### src/rtl/cmd_pkg.sv
// Shared constants and type decoding for the command frame parser.
// Frame layout: EB 90 <type> <payload...> <checksum>.
package cmd_pkg;

    localparam int MAX_LEN = 53;
    localparam int ADDR_W  = 6;

    localparam logic [7:0] SYNC_BYTE0 = 8'hEB;
    localparam logic [7:0] SYNC_BYTE1 = 8'h90;

    localparam logic [7:0] TYPE_TC = 8'h01;
    localparam logic [7:0] TYPE_HK = 8'h02;
    localparam logic [7:0] TYPE_SD = 8'h03;
    localparam logic [7:0] TYPE_DI = 8'h04;
    localparam logic [7:0] TYPE_PF = 8'h05;

    localparam logic [ADDR_W-1:0] LEN_TC = 6'd13;
    localparam logic [ADDR_W-1:0] LEN_HK = 6'd9;
    localparam logic [ADDR_W-1:0] LEN_SD = 6'd9;
    localparam logic [ADDR_W-1:0] LEN_DI = 6'd25;
    localparam logic [ADDR_W-1:0] LEN_PF = 6'd53;

    localparam int BIT_TC = 0;
    localparam int BIT_HK = 1;
    localparam int BIT_SD = 2;
    localparam int BIT_DI = 3;
    localparam int BIT_PF = 4;

    localparam int ERR_CHKSUM  = 0;
    localparam int ERR_TYPE    = 1;
    localparam int ERR_TIMEOUT = 2;
    localparam int ERR_DROP    = 3;

    typedef enum logic [2:0] {IDLE, HDR2, TYPE, BODY, DRAIN} state_t;

    typedef struct packed {
        logic              valid;
        logic [ADDR_W-1:0] len;
        logic [4:0]        sel;
    } type_info_t;

    // Unknown codes come back with valid=0 so the caller can flag them.
    function automatic type_info_t decode_type(input logic [7:0] code);
        type_info_t info;
        info = '0;
        case (code)
            TYPE_TC: begin info.valid = 1'b1; info.len = LEN_TC; info.sel = 5'b00001 << BIT_TC; end
            TYPE_HK: begin info.valid = 1'b1; info.len = LEN_HK; info.sel = 5'b00001 << BIT_HK; end
            TYPE_SD: begin info.valid = 1'b1; info.len = LEN_SD; info.sel = 5'b00001 << BIT_SD; end
            TYPE_DI: begin info.valid = 1'b1; info.len = LEN_DI; info.sel = 5'b00001 << BIT_DI; end
            TYPE_PF: begin info.valid = 1'b1; info.len = LEN_PF; info.sel = 5'b00001 << BIT_PF; end
            default: info = '0;
        endcase
        return info;
    endfunction

endpackage

### src/rtl/cmd_frame_buf.sv
// Frame storage: one write port, one combinational read port.
module cmd_frame_buf
    import cmd_pkg::*;
(
    input  logic              i_clk,
    input  logic              i_we,
    input  logic [ADDR_W-1:0] i_waddr,
    input  logic [7:0]        i_wdata,
    input  logic [ADDR_W-1:0] i_raddr,
    output logic [7:0]        o_rdata
);

    logic [7:0] r_mem [0:MAX_LEN-1];

    always_ff @(posedge i_clk) begin
        if (i_we) begin
            r_mem[i_waddr] <= i_wdata;
        end
    end

    assign o_rdata = r_mem[i_raddr];

endmodule

### src/rtl/cmd_frame_parser.sv
// Hunts for the EB 90 sync, validates type and checksum, then replays the
// whole frame (header included) into the selected downstream command FIFO.
module cmd_frame_parser
    import cmd_pkg::*;
#(
    parameter logic [15:0] TIMEOUT = 16'd1000
) (
    input  logic       clk,
    input  logic       rst,
    input  logic       rx_valid,
    input  logic [7:0] rx_data,
    input  logic       full,
    output logic [4:0] cmd,
    output logic       wen,
    output logic [7:0] dout,
    output logic       busy,
    output logic [3:0] err
);

    state_t            r_state, w_state_n;
    logic [ADDR_W-1:0] r_len, w_len_n;
    logic [4:0]        r_cmd, w_cmd_n;
    logic [ADDR_W-1:0] r_idx, w_idx_n;
    logic [7:0]        r_sum, w_sum_n;
    logic [15:0]       r_gap;
    logic [3:0]        r_err, w_err_n;
    logic              w_buf_we;
    logic [ADDR_W-1:0] w_buf_waddr;
    logic [7:0]        w_buf_rdata;
    type_info_t        w_info;
    logic              w_gap_hit;
    logic              w_last;

    assign w_info    = decode_type(rx_data);
    assign w_gap_hit = !rx_valid && (r_gap >= TIMEOUT - 16'd1);
    assign w_last    = (r_idx == r_len - ADDR_W'(1));

    cmd_frame_buf u_buf (
        .i_clk   (clk),
        .i_we    (w_buf_we),
        .i_waddr (w_buf_waddr),
        .i_wdata (rx_data),
        .i_raddr (r_idx),
        .o_rdata (w_buf_rdata)
    );

    always_ff @(posedge clk) begin
        if (rst) begin
            r_state <= IDLE;
            r_len   <= '0;
            r_cmd   <= '0;
            r_idx   <= '0;
            r_sum   <= '0;
            r_gap   <= '0;
            r_err   <= '0;
        end else begin
            r_state <= w_state_n;
            r_len   <= w_len_n;
            r_cmd   <= w_cmd_n;
            r_idx   <= w_idx_n;
            r_sum   <= w_sum_n;
            r_err   <= w_err_n;
            if (rx_valid) begin
                r_gap <= '0;
            end else if (r_gap != 16'hFFFF) begin
                r_gap <= r_gap + 16'd1;
            end
        end
    end

    // r_idx doubles as the write pointer while receiving and the read pointer while draining.
    always_comb begin
        w_state_n   = r_state;
        w_len_n     = r_len;
        w_cmd_n     = r_cmd;
        w_idx_n     = r_idx;
        w_sum_n     = r_sum;
        w_err_n     = '0;
        w_buf_we    = 1'b0;
        w_buf_waddr = r_idx;
        case (r_state)
            IDLE: begin
                if (rx_valid && rx_data == SYNC_BYTE0) begin
                    w_state_n   = HDR2;
                    w_buf_we    = 1'b1;
                    w_buf_waddr = '0;
                end
            end
            HDR2: begin
                if (rx_valid) begin
                    if (rx_data == SYNC_BYTE1) begin
                        w_state_n   = TYPE;
                        w_buf_we    = 1'b1;
                        w_buf_waddr = ADDR_W'(1);
                    end else if (rx_data == SYNC_BYTE0) begin
                        w_buf_we    = 1'b1;
                        w_buf_waddr = '0;
                    end else begin
                        w_state_n = IDLE;
                    end
                end else if (w_gap_hit) begin
                    w_state_n            = IDLE;
                    w_err_n[ERR_TIMEOUT] = 1'b1;
                end
            end
            TYPE: begin
                if (rx_valid) begin
                    if (w_info.valid) begin
                        w_state_n   = BODY;
                        w_len_n     = w_info.len;
                        w_cmd_n     = w_info.sel;
                        w_sum_n     = rx_data;
                        w_idx_n     = ADDR_W'(3);
                        w_buf_we    = 1'b1;
                        w_buf_waddr = ADDR_W'(2);
                    end else begin
                        w_state_n         = IDLE;
                        w_err_n[ERR_TYPE] = 1'b1;
                    end
                end else if (w_gap_hit) begin
                    w_state_n            = IDLE;
                    w_err_n[ERR_TIMEOUT] = 1'b1;
                end
            end
            BODY: begin
                if (rx_valid) begin
                    w_buf_we = 1'b1;
                    if (w_last) begin
                        if (rx_data == r_sum) begin
                            w_state_n = DRAIN;
                            w_idx_n   = '0;
                        end else begin
                            w_state_n           = IDLE;
                            w_err_n[ERR_CHKSUM] = 1'b1;
                        end
                    end else begin
                        w_sum_n = r_sum + rx_data;
                        w_idx_n = r_idx + ADDR_W'(1);
                    end
                end else if (w_gap_hit) begin
                    w_state_n            = IDLE;
                    w_err_n[ERR_TIMEOUT] = 1'b1;
                end
            end
            DRAIN: begin
                if (rx_valid) begin
                    w_err_n[ERR_DROP] = 1'b1;
                end
                if (!full) begin
                    if (w_last) begin
                        w_state_n = IDLE;
                        w_idx_n   = '0;
                    end else begin
                        w_idx_n = r_idx + ADDR_W'(1);
                    end
                end
            end
            default: w_state_n = IDLE;
        endcase
    end

    assign wen  = (r_state == DRAIN) && !full;
    assign cmd  = (r_state == DRAIN) ? r_cmd : 5'b0;
    assign dout = (r_state == DRAIN) ? w_buf_rdata : 8'h00;
    assign busy = (r_state != IDLE);
    assign err  = r_err;

endmodule
### config.mk
export PLATFORM = sky130hd
export DESIGN_NAME = cmd_frame_parser
export DESIGN_NICKNAME = d
export VERILOG_FILES = /design/src/rtl/cmd_pkg.sv /design/src/rtl/cmd_frame_buf.sv /design/src/rtl/cmd_frame_parser.sv
export SDC_FILE = /design/constraint.sdc
export NUM_CORES = 1
export LEC_CHECK = 0
export CELL_PAD_IN_SITES_DETAIL_PLACEMENT = 0
export CELL_PAD_IN_SITES_GLOBAL_PLACEMENT = 1
export CORE_ASPECT_RATIO = 0.7
export CORE_MARGIN = 4
export CORE_UTILIZATION = 45
export CTS_BUF_LIST = sky130_fd_sc_hd__clkbuf_8 sky130_fd_sc_hd__clkbuf_16
export CTS_CLUSTER_SIZE = 12
export DETAILED_ROUTE_END_ITERATION = 8
export GPL_TIMING_DRIVEN = 0
export PLACE_DENSITY = 0.7
export SYNTH_ARGS = -nofsm -noshare
export SYNTH_HDL_FRONTEND = slang
export SYNTH_HIERARCHICAL = 1
export SYNTH_SLANG_ARGS = --single-unit
### constraint.sdc
create_clock -name clk -period 6.8 [get_ports clk]
set_input_delay 1.36 -clock clk [delete_from_list [all_inputs] [get_ports clk]]
set_output_delay 1.36 -clock clk [all_outputs]
set_load 0.03 [all_outputs]
Word-level counts from Yosys, hierarchy flattened
Memory sizes are Yosys's and may differ from the RTL's. A register that Yosys moved wholly into a read port is not among the register bits.
Index checks and enable logic that the tools add are counted.
{ "classes": {"eq_ne": 24, "n_reduce_logical": 19, "muxes": 51, "n_bitwise": 6, "n_lt_le_gt_ge": 1, "n_addsub": 4} }
{ "op_table": {"columns": ["op", "n"], "rows": [
  ["2-to-1 mux 6 bit", 15],
  ["one-hot mux 12 bit (5 select lines)", 1],
  ["2-to-1 mux 8 bit", 5],
  ["one-hot mux 6 bit (3 select lines)", 2],
  ["2-to-1 mux 3 bit", 11],
  ["adder 16 x 1 -> 16 bit (second input constant)", 1],
  ["equality test 8 x 2 -> 1 bit (second input constant)", 2],
  ["equality test 8 x 3 -> 1 bit (second input constant)", 2],
  ["equality test 8 bit (second input constant)", 2],
  [">= comparator 16 x 10 -> 1 bit (second input constant)", 1],
  ["!= test 16 bit (second input constant)", 1],
  ["one-hot mux 8 bit (2 select lines)", 1],
  ["one-hot mux 3 bit (5 select lines)", 1],
  ["!= test 2 bit (second input constant)", 7],
  ["2-to-1 mux 1 bit", 12],
  ["AND reduction 5 bit", 2],
  ["OR reduction 3 bit", 3],
  ["adder 8 bit", 1],
  ["equality test 8 x 1 -> 1 bit (second input constant)", 1],
  ["equality test 8 bit", 1],
  ["adder 6 x 1 -> 6 bit (second input constant)", 1],
  ["equality test 3 x 2 -> 1 bit (second input constant)", 2],
  ["equality test 6 bit", 1],
  ["!= test 3 bit (second input constant)", 2],
  ["other kinds (17)", 27]
]} }
{ "word_totals": {"register_bits": 48, "input_bits": 12, "ramBits": 424, "elab_cells": 116, "memories": 1} }
{ "memory_table": {"columns": ["name", "words", "width", "rd", "rd_clocked_by_memory_dff", "write_ports", "line", "rtl"], "rows": [
  ["u_buf.r_mem", 53, 8, 1, 1, 1, "cmd_frame_buf.sv:13", "logic [7:0] r_mem [0:MAX_LEN-1];"]
]} }

Depth between registers and ports, before layout
Gate-level depths: netlist (run 1).
{ "logic_depth": {"depth_word": 7, "depth_mapped": 12} }

Modules after synthesis
Netlist (run 1), hierarchy kept.
{ "modules_own_cells": {"columns": ["mod", "area_each_um2", "n_inst", "cells_each"], "rows": [
  ["cmd_frame_buf", 16528.4, 1, 771],
  ["cmd_frame_parser", 3025.4, 1, 382]
]} }

Worst setup path after synthesis (run 1)
OpenSTA, ideal clock, no wires.
{ "synth_path": {"path_type": "input-to-reg", "start": "in rx_data[5]", "end": "mem u_buf.r_mem[32][0] (enable)", "setup_time_ps": 395, "required_time_ps": 6405, "slack_ps": 2141, "n_path_buf": 0, "cell_stages": 9, "t_arrival_ps": 4265, "cell_sequence": "or3_4 > a2111oi_4 > nand3_1 > a21o_1 > a21oi_1 > nor2_1 > nor2b_1 > nand3b_1 > nor4_1"} }
{ "synth_between": {"word_cells_on_any_way": 25, "cone_classes": "eq/ne (7); mux (17); reduce/logical (1)"} }
{ "synth_lines": {"columns": ["element", "line", "rtl"], "rows": [
  ["start, declared", "cmd_frame_parser.sv:11", "input logic [7:0] rx_data,"],
  ["equality test 8 x 3 -> 1 bit (tied with other cells)", "cmd_pkg.sv:46", "case (code)"],
  ["one-hot mux 12 bit (5 select lines) / 2-to-1 mux 6 bit (equally long branches)", "cmd_pkg.sv:46, cmd_frame_parser.sv:95", null],
  ["2-to-1 mux 6 bit (on tied branches)", "cmd_frame_parser.sv:108, cmd_frame_parser.sv:91", null],
  ["2-to-1 mux 6 bit (on tied branches)", "cmd_frame_parser.sv:107, cmd_frame_parser.sv:90", null],
  ["one-hot mux 6 bit (3 select lines) (*)", "cmd_frame_parser.sv:81", "case (r_state)"],
  ["named net w_buf_waddr[4]", "cmd_frame_parser.sv:28", "logic [ADDR_W-1:0] w_buf_waddr;"],
  ["end, declared", "cmd_frame_buf.sv:13", null]
]} }
The timed path passes the listed nets; every way through them passes the cells marked *.

==> results of run 1 <==
==> power breakdown <==
part           internal (W)  switching (W)  leakage, nW
sequential          0.00314    0.000000527         4.18
combinational     0.0000206      0.0000658         2.00
clock               0.00127        0.00101        0.682
total               0.00443        0.00107         6.86
==> flip-flops by register name, indices dropped and copies added (netlist names) <==
register     flops
r_cmd            4
err              4
r_idx            6
u_buf/r_mem    424
r_gap           16
r_state          3
r_sum            8
r_len            5
==> synth_stat cells (4+ instances only) <==
library cell	number	area (sq um)
ha_1	10	125
nor3_1	20	100
a211oi_1	16	120
edfxtp_1	424	12700
a211o_1	5	43.8
nand3b_1	5	37.5
inv_1	20	75.1
nor2_1	97	364
nand2b_1	12	75.1
nor2b_1	14	87.6
mux2i_1	21	210
buf_1	4	15.0
xnor2_1	9	78.8
a21oi_1	47	235
buf_6	7	78.8
a31oi_1	7	43.8
clkbuf_1	33	124
o21ai_0	10	50.1
or3_1	8	50.1
dfxtp_1	46	921
nand2_1	51	191
nand4_1	6	37.5
nor4_1	9	56.3
a221oi_1	5	43.8
nand3_1	32	160
xor2_1	12	105
buf_2	9	45.0
a22oi_1	20	150
and2_1	9	56.3
and3_1	15	93.8
mux4_2	104	2340
mux2_2	6	67.6
==> through the flow <==
stage	instance area [sq um]	hold slack [ns]	util, %	cells	total power, W
3_5_place_dp	20700	0.471	48.6	1778	0.00329
3_3_place_gp	20600	0.465	48.2	1767	0.00329
2_1_floorplan	19600	0.447	-	1153	0.00323
5_1_grt	22000	0.508	51.7	1846	0.00569
4_1_cts	22000	0.479	51.6	1845	0.00556
6_report	22000	0.480	51.7	1846	0.00550
==> tightest hold or removal path, delay by kind of cell, from the launching register on <==
family	cells	cell delay, ns
AOI/OAI and AO/OA	1	0.05
DFF	1	0.31
and+or+nand+nor	1	0.07
==> final timing paths <==
path | start | to | slack [ns]
setup / recovery | r_idx[1] | dout[4] | 0.95
hold / removal | r_sum[6] | r_sum[6] | 0.48
setup reg to reg | r_state[0] | u_buf/r_mem[9][5] | 2.92
hold reg to reg | r_sum[6] | r_sum[6] | 0.48
==> cells by family (layout without fill, tap and decap cells) <==
group	count (synthesis)	in the layout	share of synthesized area, %
flip-flops	470	470	69.8
AND/OR/NAND/NOR	293	293	7.38
AO/OA/AOI/OAI	146	146	5.46
multiplexers	131	131	13.4
buffers and inverters	81	189	2.25
XOR/XNOR	21	21	0.941
adder cells (fa/ha/maj)	11	11	0.742
==> area by class of cell <==
| class | instances | share of cell area [%] |
|---|---|---|
| Buffer | 61 | 1.65 |
| Clock buffer | 48 | 5.35 |
| Clock inverter | 19 | 0.511 |
| Inverter | 20 | 0.341 |
| Multi-Input combinational cell | 602 | 25.0 |
| Sequential cell | 470 | 62.0 |
| Tap cell | 585 | 3.32 |
| Timing Repair Buffer | 41 | 1.92 |
==> metal layers <==
metal / share of wire, % / wire length [um] / vias to the layer above
met5: 0 / 0 / -
met4: 1.6 / 754 / 0
met3: 7.6 / 3550 / 61
met2: 43 / 19900 / 354
met1: 48 / 22300 / 5683
li1: - / - / 4767
==> results.py, run 1 <==
metrics = {
    "cts": {
        "clkSlewWorstSetupHoldPaths_ns": 0.07,
        "cts_tree": "built",
        "post_cts_buffers": 0,
        "htree_levels": 2,
        "hold_buffers": 0,
        "clk_latency_ns": 0.55,
        "cts.path.max_buffers": 3,
        "cts.repair.resized": 0,
        "root_buffer": "clkbuf_16",
        "cts_sinks": 470,
        "numCtsBuffers": 46,
    },
    "logic_synthesis": {
        "synth.distinct_cells": 73,
        "synth_ff_type": "edfxtp_1",
        "async_flop_share_pct": 0,
        "ys_ff_latch": 470,
        "synth_edf_count": 424,
        "synth_area_sq_mm": 0.0196,
        "ys_warn_count": 6,
        "syn-mean-instance-area_sq_um": 17.0,
        "synth_nets": 1176,
        "ys_seq_area_share_pct": 69.8,
        "syn_inst": 1153,
    },
    "pwr": {
        "pwr_density_cell_mw_per_mm2": 250,
        "p_leak_nw": 6.86,
        "ir_worst_vdd_mv": 0.168,
    },
    "timing": {
        "final.setup.tns_ns": 0,
        "setup_ws_ns": 0.953,
        "slew_viol_final": 0,
        "fin_skew_ns": 0.0178,
        "slew_headroom_pct": 32.1,
        "rsz0062_at_grt": "no",
        "setup_viol": 0,
        "fin_crit_ns": 5.85,
        "worst_slew_pin_slew_ns": 1.01,
        "fmax_mhz": 171,
        "hold_viol": 0,
        "min_period_over_period_pct": 86.0,
    },
    "worst_setup_path": {
        "arrival_ns": 4.49,
        "path_class": "flop to primary output",
        "max_stage_delay_ns": 0.88,
        "crit_fanout": 10,
        "cp_cell_sequence": "buf_2 > clkbuf_1 > mux4_2 > mux2i_1 > a221oi_1 > a211o_1 > and3_1 > clkdlybuf4s50_1",
        "end_kind": "primary output",
        "worst-path-stages": 8,
        "cpMaxStageDelayCell": "a221oi_1",
        "worst-path-buf-inv": 3,
        "crit_required_ns": 5.44,
        "start_kind": "flop",
        "reg2regPathDepth": 10,
        "cpLargestDelayFamily": "buffers and inverters",
    },
    "route": {
        "drc": 0,
        "via_per_inst": 5.89,
        "ant_nets": 0,
        "finalWirelength_um": 46500,
        "drt_pass1_iterations": 5,
        "wl_per_cell_um": 25.2,
        "vias": 10865,
        "drtIter0Drc": 1002,
    },
    "floorplan": {
        "coreArea_sq_mm": 0.0426,
        "initial_utilization_pct": 45.9,
        "row_count": 63,
        "ios": 31,
        "die_area_sq_mm": 0.0469,
        "die_h_um": 182,
        "die_x_um": 257,
    },
    "global_route": {
        "grt_max_degree": 55,
        "met2_usage_pct": 28.2,
        "grt_antenna_before_repair": 0,
        "grt_use_met1_pct": 31.6,
        "grt_pass1_wl_um": 69200,
        "met3_usage_pct": 4.62,
        "gr-total-overflow": 0,
        "track_usage_pct": 19.8,
        "grt_pass1_vias": 10501,
        "grt-busiest-layer": "met1",
    },
    "placement": {
        "place_ws_ns": 0.634,
        "gp_congestion": 0.836,
        "place_hpwl_um": 31600,
        "numPortBuffers": 29,
    },
    "final_layout": {
        "fillCellCount": 3473,
        "fin_nets": 1265,
        "layout-drive-gt1-share_pct": 18.2,
        "n_antenna_cell": 0,
        "multi_input_area_sq_mm": 0.00550,
        "final_common_cell": "edfxtp_1",
        "areaGrowthSynthToFinish_pct": 12.7,
        "final_cell_mix": "edfxtp_1 (424), mux4_2 (104), nor2_1 (97), nand2_1 (51), a21oi_1 (47)",
        "seq_area_sq_mm": 0.0137,
    },
    "worst_hold_path": {
        "whs_path_depth": 2,
        "hold_path_class": "flop to flop",
    },
    "flow_run": {
        "maxCapViolations": 0,
    },
    "outcome": {
        "status": "complete, no violations",
    },
}
(Power assumes the default switching activity.)
==> inputs of run 2 (changes only) <==
--- a/config.mk
+++ b/config.mk
@@ -14,8 +14,10 @@
 export CTS_CLUSTER_SIZE = 12
 export DETAILED_ROUTE_END_ITERATION = 8
 export GPL_TIMING_DRIVEN = 0
-export PLACE_DENSITY = 0.7
+export MAX_ROUTING_LAYER = met4
+export PLACE_DENSITY = 0.79
 export SYNTH_ARGS = -nofsm -noshare
 export SYNTH_HDL_FRONTEND = slang
 export SYNTH_HIERARCHICAL = 1
 export SYNTH_SLANG_ARGS = --single-unit
+export TNS_END_PERCENT = 20
==> run 2 against run 1 <==
Compared with the run above: critical path depth unchanged; wire length down 0.20%; sequential power about the same; clock-buffer cell count unchanged; fmax up 1.3%; non-clock buffer count down 2; register-to-register slack worse by 0.13 ns; clock skew up 0.014 ns; via count up 1.1%; largest cell class unchanged; highest routed layer unchanged.
==> results.py, run 2 (synthesis gave the netlist of run 1 again) <==
metrics = {
    "outcome": {
        "status": "complete, no violations",
    },
    "cts": {
        "clkSlewWorstSetupHoldPaths_ns": 0.06,
        "cts.repair.resized": 0,
        "cts_tree": "built",
        "root_buffer": "clkbuf_16",
        "htree_levels": 2,
        "post_cts_buffers": 0,
        "cts.path.max_buffers": 3,
        "clk_latency_ns": 0.58,
        "numCtsBuffers": 46,
        "cts_sinks": 470,
        "hold_buffers": 0,
    },
    "timing": {
        "final.setup.tns_ns": 0,
        "setup_viol": 0,
        "slew_viol_final": 0,
        "rsz0062_at_grt": "no",
        "fin_crit_ns": 5.77,
        "slew_headroom_pct": 7.83,
        "fmax_mhz": 173,
        "hold_viol": 0,
        "hold_slack_ns": 0.480,
        "worst_slew_pin_slew_ns": 1.37,
        "fin_skew_ns": 0.0316,
        "min_period_over_period_pct": 84.9,
    },
    "final_layout": {
        "top_register": "u_buf/r_mem",
        "reg_top3": "u_buf/r_mem: 424 flops, r_gap: 16 flops, r_sum: 8 flops",
        "postLayoutCoreUtil_pct": 51.8,
        "areaGrowthSynthToFinish_pct": 12.9,
        "largest_register_ffs": 424,
        "final_cell_mix": "edfxtp_1 (424), mux4_2 (104), nor2_1 (97), nand2_1 (51)",
        "fin_nets": 1263,
        "n_antenna_cell": 0,
        "final_common_cell": "edfxtp_1",
        "stdcell_count": 1845,
        "layout-drive-gt1-share_pct": 18.1,
    },
    "floorplan": {
        "die_x_um": 257,
        "die_area_sq_mm": 0.0469,
        "coreArea_sq_mm": 0.0426,
        "ios": 31,
        "initial_utilization_pct": 45.9,
        "row_count": 63,
        "die_h_um": 182,
    },
    "worst_setup_path": {
        "reg2reg_from": "r_state[0]",
        "crit_fanout": 10,
        "start_kind": "flop",
        "max_stage_delay_ns": 0.85,
        "crit_required_ns": 5.44,
        "rrSetupSlack_ns": 2.79,
        "r2r-end": "u_buf/r_mem[42][1]",
        "path_class": "flop to primary output",
        "arrival_ns": 4.41,
        "cpMaxStageDelayCell": "a221oi_1",
        "reg2regPathDepth": 10,
        "cp_cell_sequence": "buf_2 > clkbuf_1 > mux4_2 > mux2i_1 > a221oi_1 > a211o_1 > and3_1 > clkdlybuf4s50_1",
        "end_kind": "primary output",
    },
    "global_route": {
        "grt_pass1_vias": 10686,
        "gr-total-overflow": 0,
        "grt_max_degree": 55,
        "track_usage_pct": 20.4,
        "grt_antenna_before_repair": 1,
        "grt_pass1_wl_um": 69800,
    },
    "placement": {
        "place_inst": 1776,
        "numPortBuffers": 29,
        "place_hpwl_um": 31500,
        "gp_congestion": 0.908,
    },
    "worst_hold_path": {
        "worstHoldEndpoint": "r_sum[6]",
        "hold_path_class": "flop to flop",
        "min_from": "r_sum[6]",
        "whs_path_depth": 2,
    },
    "route": {
        "ant_nets": 0,
        "drtIter0Drc": 1215,
        "wl_per_cell_um": 25.2,
        "drc": 0,
        "via_per_inst": 5.95,
        "finalWirelength_um": 46400,
        "drt_pass1_iterations": 5,
        "vias": 10983,
    },
    "pwr": {
        "p_leak_nw": 6.87,
        "ir_worst_vdd_mv": 0.199,
        "pwr_density_cell_mw_per_mm2": 253,
        "power.total_w": 0.00558,
    },
    "flow_run": {
        "maxCapViolations": 0,
    },
}
==> run 2: worst max-delay path by stage <==
stage,from,endpoint,depth (start not counted)
2_1_floorplan,rx_data[5],u_buf/r_mem[32][0],9
3_3_place_gp,rx_data[5],u_buf/r_mem[32][4],10
3_5_place_dp,rx_data[7],u_buf/r_mem[36][5],12
4_1_cts,r_idx[1],dout[5],9
5_1_grt,rx_data[7],u_buf/r_mem[33][7],10
6_report,r_idx[1],dout[1],8
==> run 2: stage by stage <==
step                      instance area [sq um]  worst slack (ns)
final                                     22100              1.03
after global routing                      22100             0.763
after CTS                                 22100              1.11
after detailed placement                  20700             0.530
after global placement                    20600             -1.06
after floorplan                           19600              2.14
==> run 2: critical path, delay by kind of cell (launching register included) <==
kind / cells / cell delay, ns
buf+inv: 3 / 1.60
mux: 2 / 0.48
simple gates: 1 / 0.23
flops: 1 / 0.47
compound gates: 2 / 1.09
==> run 2: final cells by class <==
cell class | instances | area [sq um]
Fill cell | 3416 | 20600
Sequential cell | 470 | 13700
Multi-Input combinational cell | 602 | 5500
Clock buffer | 48 | 1190
Tap cell | 585 | 732
Timing Repair Buffer | 39 | 420
Buffer | 61 | 364
Clock inverter | 20 | 150
Inverter | 20 | 75.1
==> run 2: per-layer routing <==
metal	up-vias	GRT usage, %	routed length [um]
met5	-	-	0
met3	55	4.56	4750
met2	503	28.4	20000
met1	5648	31.2	21000
li1	4777	-	-
met4	0	3.77	670
==> run 2: report_power, final <==
part           leakage [nW]   total, W  internal [W]  switching [W]
registers              4.18    0.00314       0.00314    0.000000501
logic                  1.99  0.0000873     0.0000212      0.0000661
clock network         0.705    0.00235       0.00132        0.00102
==> inputs of run 3 (changes only) <==
--- a/config.mk
+++ b/config.mk
@@ -15,7 +15,7 @@
 export DETAILED_ROUTE_END_ITERATION = 8
 export GPL_TIMING_DRIVEN = 0
 export MAX_ROUTING_LAYER = met4
-export PLACE_DENSITY = 0.79
+export PLACE_DENSITY = 0.82
 export SYNTH_ARGS = -nofsm -noshare
 export SYNTH_HDL_FRONTEND = slang
 export SYNTH_HIERARCHICAL = 1
==> constraint.sdc (replaced) <==
create_clock -name clk -period 4.7 [get_ports clk]
set_input_delay 0.94 -clock clk [delete_from_list [all_inputs] [get_ports clk]]
set_output_delay 0.94 -clock clk [all_outputs]
set_load 0.03 [all_outputs]
==> run 3 against run 2 <==
Compared with the run above: the flow now finishes with violations (negative setup slack); total power is 45% higher; register-to-register slack got worse by 1.8 ns; die area stayed put; via count rose by 0.85%; critical path depth is 1 higher; design area grew 1.0%; global-route usage decreased by 0.072 points; highest routed layer unchanged.
==> results.py, run 3 (synthesis gave the netlist of run 1 again) <==
metrics = {
    "worst_hold_path": {
        "whs_path_depth": 2,
        "worstHoldEndpoint": "r_sum[6]",
        "hold_path_class": "flop to flop",
        "min_from": "r_sum[6]",
    },
    "outcome": {
        "violations": "negative setup slack",
        "status": "finished with violations",
    },
    "cts": {
        "cts.path.max_buffers": 3,
        "root_buffer": "clkbuf_16",
        "clkSlewWorstSetupHoldPaths_ns": 0.06,
        "cts_tree": "built",
        "numCtsBuffers": 46,
        "htree_levels": 2,
        "clk_latency_ns": 0.57,
        "cts_sinks": 470,
    },
    "floorplan": {
        "row_count": 63,
        "initial_utilization_pct": 45.9,
        "die_area_sq_mm": 0.0469,
        "coreArea_sq_mm": 0.0426,
        "die_x_um": 257,
        "ios": 31,
        "die_h_um": 182,
    },
    "placement": {
        "gp_congestion": 0.919,
        "numPortBuffers": 29,
        "place_hpwl_um": 31000,
        "place_area_sq_mm": 0.0207,
        "place_ws_ns": -1.01,
    },
    "pwr": {
        "p_leak_nw": 6.98,
        "pwr_density_cell_mw_per_mm2": 363,
        "ir_worst_vdd_mv": 0.326,
    },
    "worst_setup_path": {
        "r2r-end": "u_buf/r_mem[16][2]",
        "reg2reg_from": "r_state[0]",
        "end_kind": "primary output",
        "reg2regPathDepth": 10,
        "arrival_ns": 3.89,
        "start_kind": "flop",
        "crit_fanout": 10,
        "rrSetupSlack_ns": 0.96,
        "crit_required_ns": 3.76,
        "path_class": "flop to primary output",
    },
    "global_route": {
        "gr-total-overflow": 0,
        "track_usage_pct": 20.3,
        "grt_pass1_vias": 10887,
        "grt_pass1_wl_um": 69600,
        "grt_max_degree": 58,
        "grt_antenna_before_repair": 1,
    },
    "final_layout": {
        "finish.instance_area_sq_mm": 0.0223,
        "fillCellCount": 3408,
        "layout-drive-gt1-share_pct": 22.7,
        "top_register": "u_buf/r_mem",
        "largest_register_ffs": 424,
        "fin_nets": 1264,
        "areaGrowthSynthToFinish_pct": 14.1,
        "final_cell_mix": "edfxtp_1 (424), mux4_2 (104), nor2_1 (60), nand2_1 (51)",
        "final_common_cell": "edfxtp_1",
        "reg_top3": "u_buf/r_mem: 424 flops, r_gap: 16 flops, r_sum: 8 flops",
    },
    "timing": {
        "final.setup.tns_ns": -0.439,
        "min_period_over_period_pct": 103,
        "hold_viol": 0,
        "rsz0062_at_grt": "yes",
        "slew_headroom_pct": 34.8,
        "fin_skew_ns": 0.0270,
        "setup_viol": 17,
        "fmax_mhz": 207,
        "slew_viol_final": 0,
        "worst_slew_pin_slew_ns": 0.972,
        "fin_crit_ns": 4.83,
        "hold_slack_ns": 0.485,
        "setup_ws_ns": -0.131,
    },
    "route": {
        "wl_met1_um": 21000,
        "wl_met2_um": 19600,
        "drtIter0Drc": 1109,
        "wl_per_cell_um": 25.0,
        "finalWirelength_um": 46300,
        "met3_wirelength_um": 4740,
        "ant_nets": 0,
        "vias": 11076,
        "via_per_inst": 5.99,
        "drc": 0,
        "highest_layer": "met4",
        "drt_pass1_iterations": 5,
    },
    "flow_run": {
        "maxCapViolations": 0,
    },
}
[run 3: cell types whose count changed in the layout (fill, tap and decap cells not counted), moves of 5 or more]
cell / change
nor2_1: -37
nor2_2: +33
clkbuf_1: -8
clkdlybuf4s50_1: -7
clkbuf_2: +6
dlygate4sd2_1: +6
a221oi_1: -5
a221oi_2: +5
[run 3: repair_timing]
item,4_1_cts,5_1_grt
setup buffers,0,2
pin swaps,0,1
endpoints found under the setup margin,351,404
gates resized for setup,45,36
hold buffers,0,0
[run 3: where the power goes]
part | total, W | switching [W] | internal (W)
clock network | 0.00341 | 0.00150 | 0.00192
registers | 0.00455 | 0.000000782 | 0.00455
logic | 0.000126 | 0.0000952 | 0.0000312
total | 0.00809 | 0.00159 | 0.00650
[run 3: worst max path at each step]
stage,startpoint,endpoint,slack (ns),cells past startpoint
after floorplan,rx_data[5],u_buf/r_mem[32][0],0.46,9
after global placement,rx_data[6],u_buf/r_mem[32][4],-2.70,10
after detailed placement,rx_data[7],u_buf/r_mem[29][0],-1.01,11
after CTS,r_idx[0],dout[4],-0.13,9
after global routing,r_idx[1],dout[4],-0.22,8
final,r_idx[0],dout[4],-0.13,9
[run 3: area by class of cell]
type                    instances  area (sq um)  share of cell area (%)
plain buffers                  61           395                    1.77
flip-flops and latches        470         13700                    61.2
repair buffers                 40           429                    1.92
diodes                          1          2.50                  0.0112
well taps                     585           732                    3.28
clock inverters                23           161                   0.723
multi-input cells             602          5670                    25.4
clock buffers                  48          1190                    5.33
inverters                      20          75.1                   0.336
[run 3: stage by stage]
stage | util, % | power, W | std cells
4_1_cts | 52.0 | 0.00816 | 1847
3_5_place_dp | 48.6 | 0.00477 | 1776
2_1_floorplan | - | 0.00467 | 1153
5_1_grt | 52.3 | 0.00835 | 1850
6_report | 52.3 | 0.00809 | 1850
3_3_place_gp | 48.2 | 0.00476 | 1767
[run 3: critical path, stage by stage (launching register included)]
cell and delay [ns]:
dfxtp_1 0.47, buf_2 0.28, buf_6 0.23, buf_6 0.23
mux4_2 0.53, a22oi_1 0.32, a21oi_1 0.16, a211o_1 0.28
and3_1 0.21, clkdlybuf4s50_1 0.60
[run 3: layer usage]
layer,GRT usage [%],up-vias
li1,-,4791
met1,30.5,5702
met2,27.8,512
met3,5.41,71
met4,4.71,0
met5,-,-
